`src/rtl/frame_buffer_reader.sv`:
```
// frame_buffer_reader: scans a captured frame out of BRAM in raster order,
// one pixel per cycle, and tags each returning pixel with its address,
// column, row and first/last markers.
// Optional feature macro: FRAME_BUFFER_READER_CONTINUOUS_EN (free-running rescan).
module frame_buffer_reader #(
    parameter int IMAGE_WIDTH  = 320,
    parameter int IMAGE_HEIGHT = 240,
    parameter int ADDR_BITS    = $clog2(IMAGE_WIDTH*IMAGE_HEIGHT),
    parameter int RD_LATENCY   = 2
) (
    input  logic                            clk,
    input  logic                            rst_n,
    input  logic                            frame_ready,
    input  logic [11:0]                     rddata,
    output logic [ADDR_BITS-1:0]            rdaddress,
    output logic                            pix_valid,
    output logic [11:0]                     pix_data,
    output logic [ADDR_BITS-1:0]            pix_addr,
    output logic [$clog2(IMAGE_WIDTH)-1:0]  pix_col,
    output logic [$clog2(IMAGE_HEIGHT)-1:0] pix_row,
    output logic                            pix_first,
    output logic                            pix_last,
    output logic                            frame_done,
    output logic                            busy,
    output logic [7:0]                      overrun_count
);

    localparam int COL_W = $clog2(IMAGE_WIDTH);
    localparam int ROW_W = $clog2(IMAGE_HEIGHT);
    localparam int NPIX  = IMAGE_WIDTH * IMAGE_HEIGHT;
    localparam logic [ADDR_BITS-1:0] LAST_ADDR = ADDR_BITS'(NPIX - 1);
    localparam logic [COL_W-1:0]     LAST_COL  = COL_W'(IMAGE_WIDTH - 1);

    typedef enum logic [1:0] {IDLE, SCAN, DRAIN} state_t;

    state_t                 state_q, state_d;
    logic [ADDR_BITS-1:0]   addr_q, addr_d;
    // Coordinates of the read being issued this cycle; they ride the pipe
    // with the address so the output side never needs a divide/modulo.
    logic [COL_W-1:0]       col_q, col_d;
    logic [ROW_W-1:0]       row_q, row_d;
    logic                   pend_q, pend_d;
    logic [7:0]             ovr_q, ovr_d;
    logic                   done_q;
    logic                   issue;
    logic                   last_out;

    logic [RD_LATENCY-1:0]                vld_pipe;
    logic [RD_LATENCY-1:0][ADDR_BITS-1:0] addr_pipe;
    logic [RD_LATENCY-1:0][COL_W-1:0]     col_pipe;
    logic [RD_LATENCY-1:0][ROW_W-1:0]     row_pipe;

    // start_req launches a scan from IDLE or at the end of DRAIN;
    // queue_req feeds the pending flag / overrun counter while busy.
    logic start_req, queue_req;
`ifdef FRAME_BUFFER_READER_CONTINUOUS_EN
    logic unused_frame_ready;
    assign unused_frame_ready = frame_ready;
    assign start_req = 1'b1;
    assign queue_req = 1'b0;
`else
    assign start_req = frame_ready;
    assign queue_req = frame_ready;
`endif

    assign last_out = vld_pipe[RD_LATENCY-1] && (addr_pipe[RD_LATENCY-1] == LAST_ADDR);

    // Next-state, read-address sequencing and pending/overrun bookkeeping.
    always_comb begin
        state_d = state_q;
        addr_d  = addr_q;
        col_d   = col_q;
        row_d   = row_q;
        pend_d  = pend_q;
        ovr_d   = ovr_q;
        issue   = 1'b0;
        case (state_q)
            IDLE: begin
                if (start_req || pend_q) begin
                    state_d = SCAN;
                    addr_d  = '0;
                    col_d   = '0;
                    row_d   = '0;
                    pend_d  = 1'b0;
                end
            end
            SCAN: begin
                issue = 1'b1;
                if (addr_q == LAST_ADDR) begin
                    state_d = DRAIN;
                end else begin
                    addr_d = addr_q + ADDR_BITS'(1);
                    if (col_q == LAST_COL) begin
                        col_d = '0;
                        row_d = row_q + ROW_W'(1);
                    end else begin
                        col_d = col_q + COL_W'(1);
                    end
                end
                if (queue_req) begin
                    if (pend_q) begin
                        if (ovr_q != 8'hFF) ovr_d = ovr_q + 8'd1;
                    end else begin
                        pend_d = 1'b1;
                    end
                end
            end
            DRAIN: begin
                if (last_out) begin
                    // A request landing on the final drain cycle restarts
                    // immediately; if one was already pending it stays queued.
                    if (pend_q || start_req) begin
                        state_d = SCAN;
                        addr_d  = '0;
                        col_d   = '0;
                        row_d   = '0;
                        pend_d  = pend_q && queue_req;
                    end else begin
                        state_d = IDLE;
                    end
                end else if (queue_req) begin
                    if (pend_q) begin
                        if (ovr_q != 8'hFF) ovr_d = ovr_q + 8'd1;
                    end else begin
                        pend_d = 1'b1;
                    end
                end
            end
            default: state_d = IDLE;
        endcase
    end

    // Control state registers.
    always_ff @(posedge clk or negedge rst_n) begin
        if (!rst_n) begin
            state_q <= IDLE;
            addr_q  <= '0;
            col_q   <= '0;
            row_q   <= '0;
            pend_q  <= 1'b0;
            ovr_q   <= '0;
            done_q  <= 1'b0;
        end else begin
            state_q <= state_d;
            addr_q  <= addr_d;
            col_q   <= col_d;
            row_q   <= row_d;
            pend_q  <= pend_d;
            ovr_q   <= ovr_d;
            done_q  <= last_out;
        end
    end

    // Tag pipeline matching the BRAM read latency.
    always_ff @(posedge clk or negedge rst_n) begin
        if (!rst_n) begin
            vld_pipe  <= '0;
            addr_pipe <= '0;
            col_pipe  <= '0;
            row_pipe  <= '0;
        end else begin
            vld_pipe[0]  <= issue;
            addr_pipe[0] <= addr_q;
            col_pipe[0]  <= col_q;
            row_pipe[0]  <= row_q;
            for (int i = 1; i < RD_LATENCY; i++) begin
                vld_pipe[i]  <= vld_pipe[i-1];
                addr_pipe[i] <= addr_pipe[i-1];
                col_pipe[i]  <= col_pipe[i-1];
                row_pipe[i]  <= row_pipe[i-1];
            end
        end
    end

    // Pixel outputs are zeroed whenever no read is returning.
    assign rdaddress     = addr_q;
    assign pix_valid     = vld_pipe[RD_LATENCY-1];
    assign pix_data      = pix_valid ? rddata : '0;
    assign pix_addr      = pix_valid ? addr_pipe[RD_LATENCY-1] : '0;
    assign pix_col       = pix_valid ? col_pipe[RD_LATENCY-1] : '0;
    assign pix_row       = pix_valid ? row_pipe[RD_LATENCY-1] : '0;
    assign pix_first     = pix_valid && (addr_pipe[RD_LATENCY-1] == '0);
    assign pix_last      = last_out;
    assign frame_done    = done_q;
    assign busy          = (state_q != IDLE);
    assign overrun_count = ovr_q;

endmodule

```
`config.mk`:
```
export PLATFORM = sky130hd
export DESIGN_NAME = frame_buffer_reader
export DESIGN_NICKNAME = d
export VERILOG_FILES = /design/src/rtl/frame_buffer_reader.sv
export SDC_FILE = /design/constraint.sdc
export NUM_CORES = 1
export LEC_CHECK = 0
export ABC_CLOCK_PERIOD_IN_PS = 2800
export BUFFER_PORTS_ARGS = -buffer_cell sky130_fd_sc_hd__buf_2
export CAP_MARGIN = 20
export CORE_ASPECT_RATIO = 0.5
export CORE_MARGIN = 5
export CORE_UTILIZATION = 30
export CTS_CLUSTER_DIAMETER = 200
export DETAILED_ROUTE_END_ITERATION = 6
export PLACE_DENSITY_LB_ADDON = 0.2
export SKIP_LAST_GASP = 1
export SYNTH_ARGS = -nofsm -noshare
export SYNTH_HDL_FRONTEND = slang
export SYNTH_SLANG_ARGS = --single-unit
export TNS_END_PERCENT = 10
```
`constraint.sdc`:
```
create_clock -name clk -period 2.8 [get_ports clk]
set_clock_uncertainty 0.1 [all_clocks]
set_input_delay 0.42 -clock clk [delete_from_list [all_inputs] [get_ports clk]]
set_output_delay 0.42 -clock clk [all_outputs]
set_load 0.005 [all_outputs]
```
; Yosys cells after proc, flatten, opt, wreduce, memory -nomap -nowiden
; Cells that the tools add are included.
[word_totals]
ff_bits = 116
inputBits = 15
output_inout_bits = 76
word_cells = 79
[op_classes]
n_addsub = 4
eq_ne = 13
n_mux = 34
n_reduce_logical = 14
[ops]
columns = operator, n
row1 = 8-bit two-way mux, 9
row2 = 17-bit two-way mux, 4
row3 = 17-bit one-hot mux with 3 select lines, 1
row4 = 9-bit two-way mux, 5
row5 = "17-bit == test, second input constant", 2
row6 = 9-bit one-hot mux with 3 select lines, 1
row7 = 8-bit one-hot mux with 3 select lines, 1
row8 = "17-bit by 1-bit adder with 17-bit output, second input constant", 1
row9 = 17-bit logical NOT, 1
row10 = "8-bit by 1-bit adder with 8-bit output, second input constant", 2
row11 = 8-bit one-hot mux with 2 select lines, 1
row12 = 12-bit two-way mux, 1
row13 = "2-bit inequality test, second input constant", 6
row14 = "9-bit by 1-bit adder with 9-bit output, second input constant", 1
row15 = "9-bit == test, second input constant", 1
row16 = 3-bit AND reduction, 3
row17 = "8-bit inequality test, second input constant", 1
row18 = 1-bit two-way mux, 6
row19 = 2-bit two-way mux, 3
row20 = 2-bit one-hot mux with 3 select lines, 1
row21 = 4-bit AND reduction, 1
row22 = 2-bit nonzero test, 2
row23 = 1-bit logical AND, 3
row24 = "3-bit inequality test, second input constant", 1
row25 = 7 further kinds, 7

; Longest topological paths before layout
; Gate-level depths: netlist (run 1).
[logic_depth]
ltp_word = 6
depth_mapped = 9
mapped_depth_nobuf = 6

; Worst setup path after synthesis (run 1)
; Ideal clock, no wire load.
[synth_path]
path_kind = reg2reg
startpoint = register addr_q[12] (netlist: rdaddress[12])
endpoint = register state_q[0]
t_arrival_ns = 2.019
required_time_ns = 2.575
path_slack_ns = 0.557
stages_incl_launch_ff = 6
n_path_buf = 0
cell_sequence = dfrtp_1 or4b_1 nor3_1 nand2_1 a221oi_1 mux2_2
[synth_between]
elab_chain_len = 3
[synth_lines]
columns = item, line
row1 = from (decl), 37  ; logic [ADDR_BITS-1:0] addr_q, addr_d;
row2 = from (signal assigned), 145  ; addr_q <= addr_d;
row3 = 17-bit == test, 89  ; if (addr_q == LAST_ADDR) begin
row4 = 2-bit inequality test (no source line), --
row5 = 3-bit AND reduction (no source line), --
row6 = to (signal assigned), 144  ; state_q <= state_d;
row7 = to (decl), 36  ; state_t state_q, state_d;
; No other way between the ends.
; A chain may end at the register's enable or synchronous reset.

; Worst setup path after layout (run 1)
[layout_path]
startpoint = register addr_pipe[27] in the netlist's numbering
endpoint = register row_q[5]
[layout_between]
elab_chain_len = 4
[layout_lines]
columns = item, line
row1 = from (decl), 49  ; logic [RD_LATENCY-1:0][ADDR_BITS-1:0] addr_pipe;
row2 = "from (signal, indexed assignment)", 168  ; addr_pipe[i] <= addr_pipe[i-1];
row3 = 17-bit == test, 66  ; assign last_out = vld_pipe[RD_LATENCY-1] && (addr_pipe[RD_LATENCY-1] == LAST_ADDR);
row4 = 1-bit logical AND, 66
row5 = 2-bit inequality test (no source line), --
row6 = 4-bit AND reduction (no source line), --
row7 = to (signal assigned), 147  ; row_q <= row_d;
row8 = to (decl), 41  ; logic [ROW_W-1:0] row_q, row_d;
; No other way between the ends.

==> metrics, run 1 <==
endpoints failing hold=0; clk buf depth=2; CTS root buf=clkbuf_16; Util after Layout=0.400; top_reg_cell synth=dfrtp_1; max-slew violation count=0; Overall Global Routing Usage=0.129; Pwr per Cell Area=677 mW/mm^2; RSZ-0062 raised after global routing=false; grt peak-use layer=met2; # IOs=91; Die X=190 um; # Post-CTS Setup Buffers=0; Post-Synthesis Cell Area=0.00485 mm^2; Syn. warnings=0; Peak Freq=0.384 GHz; Hold Path Stages=0; flops & latches, synth=116; final worst slack=0.195 ns; Pre-antenna DRT Iters=5; I/O Buffers=90; initial antenna violation count=0; CP Data Arrival Time=2.82 ns; vias per cell=4.84; Syn Inst Count=415; GR Overflow Total=0; hold_sp=addr_pipe[14]$_DFF_PN0_; critical path class=register to register; n_diodes=0; Vert. Die Dim=99.9 um; Fill cells=1539; Max IR drop VDD=0.431 mV; Die ar.=0.0190 mm^2; M3 GR Usage=0.0337; Num CTS Buffers=17; Post-synth top cells=dfrtp_1 (116), and2_1 (47), nand3_1 (21), nand2_1 (19), o31ai_1 (18); gpl congestion=0.841; final setup vio count=0; ranking of synthesized cells by area=dfrtp_1 (60%), and2_1 (6.1%), o31ai_1 (2.8%), ha_1 (2.3%), nand3_1 (2.2%); Critical Path Sink Type=register; Iteration-0 DRC Markers=190; WHS Endpoint=addr_pipe[31]$_DFF_PN0_; most common cell in the netlist=dfrtp_1; CP max FO=12; Place WS=0.252 ns; first-pass GRT wire length=19400 um; core area=0.0156 mm^2; reg-to-reg startpoint=addr_pipe[27]$_DFF_PN0_; layout net count=548; post-synth top area cell=dfrtp_1; WL per Instance=15.6 um; Clock transition at path regs=0.06 ns; Slew @ Worst Pin=0.829 ns; number of max-cap violations=0; Critical Path RT=3.02 ns; status=completed; Detail Placement HPWL=8080 um; post-synthesis sequential area ratio=0.599; Async SR Flop Fraction=1.00; r2r setup slk=0.19 ns; post-synth top area share=0.599; DRT Wirelength=11600 um; leakage power=2.93 nW; post-route minimum period=2.61 ns; CTS sink cnt=116; Residual DRC=0; proportion of layout cells with a drive suffix above 1=0.287; H-tree lvl count=4; worst hold path class=register to register; Clk Latency, worst-skew pair=0.40 ns; Synth Area per Inst=11.7 um^2; Power Total=4.23 mW; met2 Use GR=0.189; Layout area overhead=28.9%; setup TNS=0 ns; number of global-route vias before repair=3642; Final period util=0.930; num rows=32; Distinct cells, synth=52; Vias=3587; Worst Reg2Reg Path Length in Cells=6; Synth Net Count=439; number of synthesized flops with an enable pin=0; Initial Util=0.311; met1 usage=0.182; worst r2r dst=row_q[5]$_DFFE_PN0P_; largest net degree at the start of global routing=50; Routed Antenna Nets=0; CP Launch Type=register; CTS tree=yes; PostCTS Resize Cnt=0; Slew HR=0.446
[cell usage in the layout, fill, tap and decap left out, types with 2 or more instances in the layout]
| cell type | netlist | final |
|---|---|---|
| nor4b_1 | 3 | 3 |
| buf_2 | 5 | 89 |
| nor2_1 | 8 | 8 |
| o21bai_1 | 6 | 6 |
| nor3_1 | 7 | 7 |
| bufinv_16 | 0 | 3 |
| o31ai_1 | 18 | 18 |
| and3_1 | 8 | 8 |
| and2_1 | 47 | 47 |
| nor2b_1 | 3 | 3 |
| inv_1 | 10 | 10 |
| nand3_1 | 21 | 21 |
| mux2_2 | 5 | 5 |
| nand2b_1 | 2 | 2 |
| o211ai_1 | 2 | 2 |
| or2_2 | 3 | 3 |
| o21ai_0 | 13 | 13 |
| a211oi_1 | 2 | 2 |
| xnor2_1 | 6 | 6 |
| inv_6 | 0 | 4 |
| or3_1 | 5 | 5 |
| clkinvlp_4 | 0 | 5 |
| o41ai_2 | 2 | 2 |
| a22o_1 | 2 | 2 |
| buf_4 | 1 | 16 |
| buf_12 | 0 | 2 |
| mux2i_1 | 7 | 7 |
| ha_1 | 9 | 9 |
| o21ai_1 | 2 | 2 |
| and4_1 | 2 | 2 |
| dfrtp_1 | 116 | 116 |
| nand4_1 | 12 | 12 |
| nand2_1 | 19 | 19 |
| clkbuf_16 | 0 | 17 |
| a31oi_1 | 3 | 3 |
| or4_1 | 13 | 13 |
| nor4_1 | 7 | 7 |
| a21oi_1 | 17 | 17 |
[power breakdown]
group	internal, mW	leakage [nW]	switching, mW	total [mW]
logic	0.112	1.18	0.106	0.218
registers	1.72	1.46	0.0581	1.78
clock network	1.43	0.286	0.796	2.23
[worst max-delay path, stage by stage (launching register included)]
cell,delay (ns)
dfrtp_1,0.37
or4_4,0.57
nor3_1,0.30
a21boi_1,0.31
buf_4,0.27
nor4_1,0.38
mux2i_1,0.22
[worst max-delay path by stage]
| stage | to | start | slack [ns] |
|---|---|---|---|
| after global routing | row_q[3]$_DFFE_PN0P_ | addr_pipe[27]$_DFF_PN0_ | 0.007 |
| after CTS | row_q[5]$_DFFE_PN0P_ | addr_pipe[27]$_DFF_PN0_ | 0.16 |
| after floorplan | state_q[0]$_DFFE_PN0P_ | rdaddress[12]$_DFFE_PN0P_ | 0.56 |
| after detailed placement | row_q[5]$_DFFE_PN0P_ | addr_pipe[27]$_DFF_PN0_ | 0.25 |
| final | row_q[5]$_DFFE_PN0P_ | addr_pipe[27]$_DFF_PN0_ | 0.19 |
| after global placement | row_q[4]$_DFFE_PN0P_ | addr_pipe[27]$_DFF_PN0_ | 0.32 |
[sequential cells by signal, indices dropped and copies added (netlist names)]
signal / cells
addr_pipe: 34
col_q: 9
vld_pipe: 2
frame_done: 1
state_q: 2
col_pipe: 18
row_pipe: 16
row_q: 8
pend_q: 1
rdaddress: 17
overrun_count: 8
[routing by layer]
layer / wire [um] / part of all wire / up-vias
met5: 0 / 0 / -
met4: 153 / 0.013 / 0
met3: 525 / 0.045 / 11
met2: 5100 / 0.44 / 85
met1: 5790 / 0.50 / 1750
li1: - / - / 1741
[stage by stage]
step | hold WS, ns | area [um^2] | instances
after floorplan | 0.0244 | 4850 | 415
after global placement | 0.231 | 5630 | 708
final | 0.240 | 6250 | 741
after global routing | 0.249 | 6250 | 741
after detailed placement | 0.235 | 5630 | 708
after CTS | 0.241 | 6250 | 741
[final cells by class]
type / count / area (um^2) / area share
sequential: 116 / 2900 / 0.464
timing repair buffer: 108 / 616 / 0.0985
tap: 204 / 255 / 0.0408
inverter: 10 / 37.5 / 0.00600
clock inverter: 14 / 176 / 0.0282
multi-input combinational: 271 / 1820 / 0.292
clock buffer: 18 / 439 / 0.0703
[repair_timing]
item	4_1_cts	5_1_grt
hold buffers	1	0
endpoints found under the setup margin	0	0
hold endpoints to repair	37	0
[cells by family after synthesis]
| logic type | synth area share |
|---|---|
| compound gates | 0.115 |
| simple gates | 0.201 |
| xor+xnor | 0.0108 |
| flops | 0.599 |
| mux | 0.0261 |
| fa+ha+maj | 0.0232 |
| buf+inv | 0.0253 |
(Power assumes the default switching activity.)
==> inputs of run 2 (changes only) <==
- ABC_CLOCK_PERIOD_IN_PS: 2800 -> 3100
- clock period: 2.8 -> 3.1 ns (I/O delays scaled with it)
==> run 2 against run 1 <==
Via count down 1.2%. Cell area up 0.42%. Count of clock-buffer cells in the layout up 5. Global-route usage up 0.21 points. Sequential cell count unchanged. Worst setup slack better by 0.27 ns. Sequential power down 9.6%. Non-clock buffer count down 7. Critical path type unchanged. Highest routed layer unchanged.
==> metrics, run 2 (synthesis results as in run 1) <==
Pwr per Cell Area=659 mW/mm^2 (-2.7%); Max IR drop VDD=0.351 mV (-18%); CP Data Arrival Time=2.85 ns (+0.03 ns); Pre-antenna DRT Iters=4 (-1); Sw Share=0.196 (-0.0315); num rows=32 (unchanged); slowest CP cell=or4b_1; GR Overflow Total=0 (unchanged); final setup vio count=0 (unchanged); n_diodes=0 (unchanged); number of global-route vias before repair=3532 (-3.0%); crit path buf inv count=1 (unchanged); Combinational Power Share=0.046 (-0.006); CP cell instances=or4b_1 -> nor3_1 -> and3_1 -> buf_4 -> o311ai_0 -> o311ai_1; Top reg by flops=addr_pipe; layout net count=541 (-1.3%); # IOs=91 (unchanged); Vias=3543 (-1.2%); final instance area=0.00628 mm^2 (+0.42%); Slew HR=0.368 (-0.0781); Iteration-0 DRC Markers=205 (+7.9%); Reg power frac=0.390 (-0.031); CP Launch Type=register; largest net degree at the start of global routing=77 (+54%); Slew @ Worst Pin=0.940 ns (+0.111 ns); critical path class=register to register; Final period util=0.850 (-0.0801); CP max FO=18 (+6); clock power share=0.564 (+0.037); Initial Util=0.311 (unchanged); Detail Placement HPWL=7910 um (-2.1%); gpl congestion=0.795 (-5.5%); Clock transition at path regs=0.05 ns (about the same); setup TNS=0 ns (unchanged); Critical Path Sink Type=register; most common cell after layout, fill and taps aside=dfrtp_1; PostCTS Resize Cnt=0 (unchanged); Die ar.=0.0190 mm^2 (unchanged); max reg flops=34 (unchanged); Residual DRC=0 (unchanged); CTS tree=yes; CP top delay family=simple AND/OR/NAND/NOR gates; P_int=3.33 mW (+1.7%); Critical Path RT=3.31 ns (+0.29 ns); Overall Global Routing Usage=0.131 (+0.00208); CTS root buf=clkbuf_16; Peak Freq=0.379 GHz (-1.2%); DRT Wirelength=11500 um (-0.61%); number of max-cap violations=0 (unchanged); clk buf depth=2 (unchanged); endpoints failing hold=0 (unchanged); CTS sink cnt=116 (unchanged); status=completed; Num CTS Buffers=17 (unchanged); dpl cell area=0.00556 mm^2 (-1.2%); Routed Antenna Nets=0 (unchanged); H-tree lvl count=4 (unchanged); first-pass GRT wire length=19200 um (-1.1%); worst hold path class=register to register; Clk Latency, worst-skew pair=0.41 ns (about the same); I/O Buffers=90 (unchanged); Die X=190 um (unchanged); post-route minimum period=2.64 ns (+0.0310 ns); WL per Instance=15.7 um (+0.47%); Layout area overhead=29.4%; initial antenna violation count=0 (unchanged); # Post-CTS Setup Buffers=0 (unchanged); max-slew violation count=0 (unchanged); core area=0.0156 mm^2 (unchanged); RSZ-0062 raised after global routing=false; vias per cell=4.83 (-0.15%); proportion of layout cells with a drive suffix above 1=0.272 (-0.0146); Fill cells=1549 (+0.65%); Critical Path Max Stage Delay=0.54 ns (-0.03 ns); switching power total=0.808 mW (-16%); Vert. Die Dim=99.9 um (unchanged); leakage power=2.95 nW (+0.60%); most frequent cells in the layout=dfrtp_1 (116), buf_2 (89), and2_1 (47), nand3_1 (21), nand2_1 (19)
[run 2: path summary, 6_finish.rpt]
kind / start / endpoint / slack [ns] / cells after the start
hold reg to reg: addr_pipe[16]$_DFF_PN0_ / addr_pipe[33]$_DFF_PN0_ / 0.24 / 0
setup / recovery: rdaddress[12]$_DFFE_PN0P_ / rdaddress[5]$_DFFE_PN0P_ / 0.46 / 6
setup reg to reg: rdaddress[12]$_DFFE_PN0P_ / rdaddress[5]$_DFFE_PN0P_ / 0.46 / 6
hold / removal: addr_pipe[16]$_DFF_PN0_ / addr_pipe[33]$_DFF_PN0_ / 0.24 / 0
min in group asynchronous: rst_n / addr_pipe[6]$_DFF_PN0_ / 0.48 / 2
max in group asynchronous: rst_n / row_pipe[10]$_DFF_PN0_ / 1.62 / 3
[run 2: worst reg2reg max path, stage by stage, from the launching register on]
cell and delay (ns):
dfrtp_1 0.46, or4b_1 0.54, nor3_1 0.42, and3_1 0.47, buf_4 0.29, o311ai_0 0.15, o311ai_1 0.11
[run 2: through the flow]
step,setup WS (ns),hold slack (ns),std cells,util,power [mW]
2_1_floorplan,0.857,0.0694,415,-,1.72
3_3_place_gp,0.576,0.232,701,0.356,1.83
3_5_place_dp,0.461,0.235,701,0.356,1.83
4_1_cts,0.446,0.241,733,0.402,4.20
5_1_grt,0.210,0.248,733,0.402,4.31
6_report,0.464,0.242,733,0.402,4.13
[run 2: area by class of cell]
class                   instances  area (um^2)  area share
clock buffers                  23          488      0.0777
clock inverters                 8          219      0.0349
inverters                      10         37.5     0.00598
multi-input cells             271         1820       0.291
flip-flops and latches        116         2900       0.462
well taps                     204          255      0.0407
repair buffers                101          551      0.0877
[run 2: timing repair]
item                                   CTS  global route
endpoints found under the hold margin   40             0
hold buffers                             1             0
setup endpoints to repair                0             0
[run 2: power groups by stage]
| stage | logic [mW] | registers (mW) | clock network (mW) |
|---|---|---|---|
| after global routing | 0.216 | 1.62 | 2.47 |
| final | 0.188 | 1.61 | 2.33 |
| after CTS | 0.196 | 1.61 | 2.39 |
| after global placement | 0.195 | 1.64 | 0 |
| after floorplan | 0.0831 | 1.63 | 0 |
| after detailed placement | 0.195 | 1.64 | 0 |
[run 2: metal layers]
layer / up-vias / GRT usage / share of wire
met5: - / 0 / 0
met4: 0 / 0.0461 / 0.013
met3: 12 / 0.0490 / 0.054
met2: 79 / 0.184 / 0.43
met1: 1739 / 0.184 / 0.50
li1: 1713 / - / -
==> inputs of run 3 (changes only) <==
- PLACE_DENSITY_LB_ADDON: 0.2 -> unset
- SKIP_CTS_REPAIR_TIMING: unset -> 1
==> run 3 against run 2 <==
Global-route usage is 0.68 points lower. Hold slack lost 0.24 ns. Worst setup slack worse by 0.018 ns. Combinational power about the same. Final cell count unchanged. Wire length down 3.0%. Register-to-register slack got worse by 0.02 ns. Non-clock buffer count is 1 lower. Clock power down 13%. Critical path depth stayed put. Maximum frequency shrank 0.69%. Critical endpoint unchanged. Largest cell class unchanged. Largest power group unchanged.
==> metrics, run 3 (synthesis results as in run 1) <==
CP Data Arrival Time=2.86 ns (about the same); Reg power frac=0.422 (+0.032); post-route minimum period=2.65 ns (+0.0184 ns); number of global-route vias before repair=3549 (+0.48%); H-tree lvl count=4 (unchanged); CP max FO=18 (unchanged); clock power share=0.528 (-0.036); Overall Global Routing Usage=0.124 (-0.00682); Die ar.=0.0190 mm^2 (unchanged); CP Launch Type=register; DRT Wirelength=11200 um (-3.0%); gpl congestion=0.858 (+8.0%); Top reg by flops=addr_pipe; largest net degree at the start of global routing=117 (+52%); Clk Latency, worst-skew pair=0.41 ns (about the same); Slew HR=0.412 (+0.0439); status=completed; Critical Path RT=3.31 ns (about the same); Combinational Power Share=0.050 (+0.004); hold_ws=0.000484 ns (-0.242 ns); Final period util=0.856 (+0.00594); Peak Freq=0.377 GHz (-0.69%); WL per Instance=15.2 um (-3.0%); Sw Share=0.229 (+0.0332); most common cell after layout, fill and taps aside=dfrtp_1; Iteration-0 DRC Markers=291 (+42%); clk buf depth=2 (unchanged); I/O Buffers=90 (unchanged); n_diodes=0 (unchanged); final setup vio count=0 (unchanged); CTS root buf=clkbuf_16; Max IR drop VDD=0.386 mV (+9.7%); GR Overflow Total=0 (unchanged); vias per cell=4.85 (+0.34%); RSZ-0062 raised after global routing=false; core area=0.0156 mm^2 (unchanged); Vert. Die Dim=99.9 um (unchanged); Vias=3555 (+0.34%); Residual DRC=0 (unchanged); first-pass GRT wire length=18800 um (-1.9%); CTS tree=yes; Critical Path Sink Type=register; switching power total=0.874 mW (+8.1%); Pre-antenna DRT Iters=4 (unchanged); max reg flops=34 (unchanged); Clock transition at path regs=0.06 ns (about the same); most frequent cells in the layout=dfrtp_1 (116), buf_2 (89), and2_1 (47), nand3_1 (21), nand2_1 (19); number of max-cap violations=0 (unchanged); Routed Antenna Nets=0 (unchanged); worst hold path class=input pin to asynchronous set/reset pin; proportion of layout cells with a drive suffix above 1=0.278 (+0.00567); Die X=190 um (unchanged); Layout area overhead=27.4%; Initial Util=0.311 (unchanged); CTS sink cnt=116 (unchanged); Num CTS Buffers=17 (unchanged); initial antenna violation count=0 (unchanged); endpoints failing hold=0 (unchanged); Slew @ Worst Pin=0.874 ns (-0.0653 ns); leakage power=2.89 nW (-1.8%); setup TNS=0 ns (unchanged); Detail Placement HPWL=7640 um (-3.4%); layout net count=540 (-0.18%); # IOs=91 (unchanged); num rows=32 (unchanged); max-slew violation count=0 (unchanged); critical path class=register to register; Pwr per Cell Area=619 mW/mm^2 (-6.1%); P_int=2.95 mW (-11%)
==> run 3: final timing paths <==
kind	cells after the start	end	slack, ns	startpoint
worst max-delay path	6	rdaddress[5]$_DFFE_PN0P_	0.45	rdaddress[12]$_DFFE_PN0P_
worst max register to register	6	rdaddress[5]$_DFFE_PN0P_	0.45	rdaddress[12]$_DFFE_PN0P_
worst min register to register	0	row_pipe[13]$_DFF_PN0_	0.24	row_pipe[5]$_DFF_PN0_
max in group asynchronous	2	row_pipe[11]$_DFF_PN0_	2.37	rst_n
worst min-delay path	2	addr_pipe[6]$_DFF_PN0_	0.0005	rst_n
min in group clk	0	row_pipe[13]$_DFF_PN0_	0.24	row_pipe[5]$_DFF_PN0_
==> run 3: stage by stage <==
stage | utilization | instance area, um^2 | power, mW | instances | setup slack (ns)
final | 0.396 | 6180 | 3.82 | 733 | 0.445
after global routing | 0.396 | 6180 | 3.98 | 733 | 0.211
after CTS | 0.396 | 6180 | 3.87 | 733 | 0.450
after detailed placement | 0.356 | 5560 | 1.84 | 701 | 0.464
after global placement | 0.356 | 5560 | 1.83 | 701 | 0.539
after floorplan | - | 4850 | 1.72 | 415 | 0.857
==> run 3: area by class of cell <==
class	count	area, um^2
clock buffers	18	439
flip-flops and latches	116	2900
repair buffers	100	541
clock inverters	14	179
well taps	204	255
inverters	10	37.5
fillers	1488	9440
multi-input cells	271	1820
==> run 3: worst max-delay path, stage by stage, from the launching register on <==
cell	delay (ns)
dfrtp_1	0.46
or4b_1	0.54
nor3_1	0.44
and3_1	0.47
buf_4	0.29
o311ai_0	0.15
o311ai_1	0.11
==> run 3: metal layers <==
metal	vias to the layer above	GRT usage	routed length, um
met1	1736	0.167	5320
met4	0	0.0461	165
met5	-	0	0
met3	16	0.0323	513
li1	1724	-	-
met2	79	0.194	5150
==> run 3: power by group through the flow <==
stage / Combinational [mW] / Sequential (mW) / Clock, mW
after CTS: 0.198 / 1.61 / 2.06
final: 0.189 / 1.61 / 2.02
after floorplan: 0.0831 / 1.63 / 0
after detailed placement: 0.197 / 1.64 / 0
after global routing: 0.219 / 1.62 / 2.13
after global placement: 0.197 / 1.64 / 0
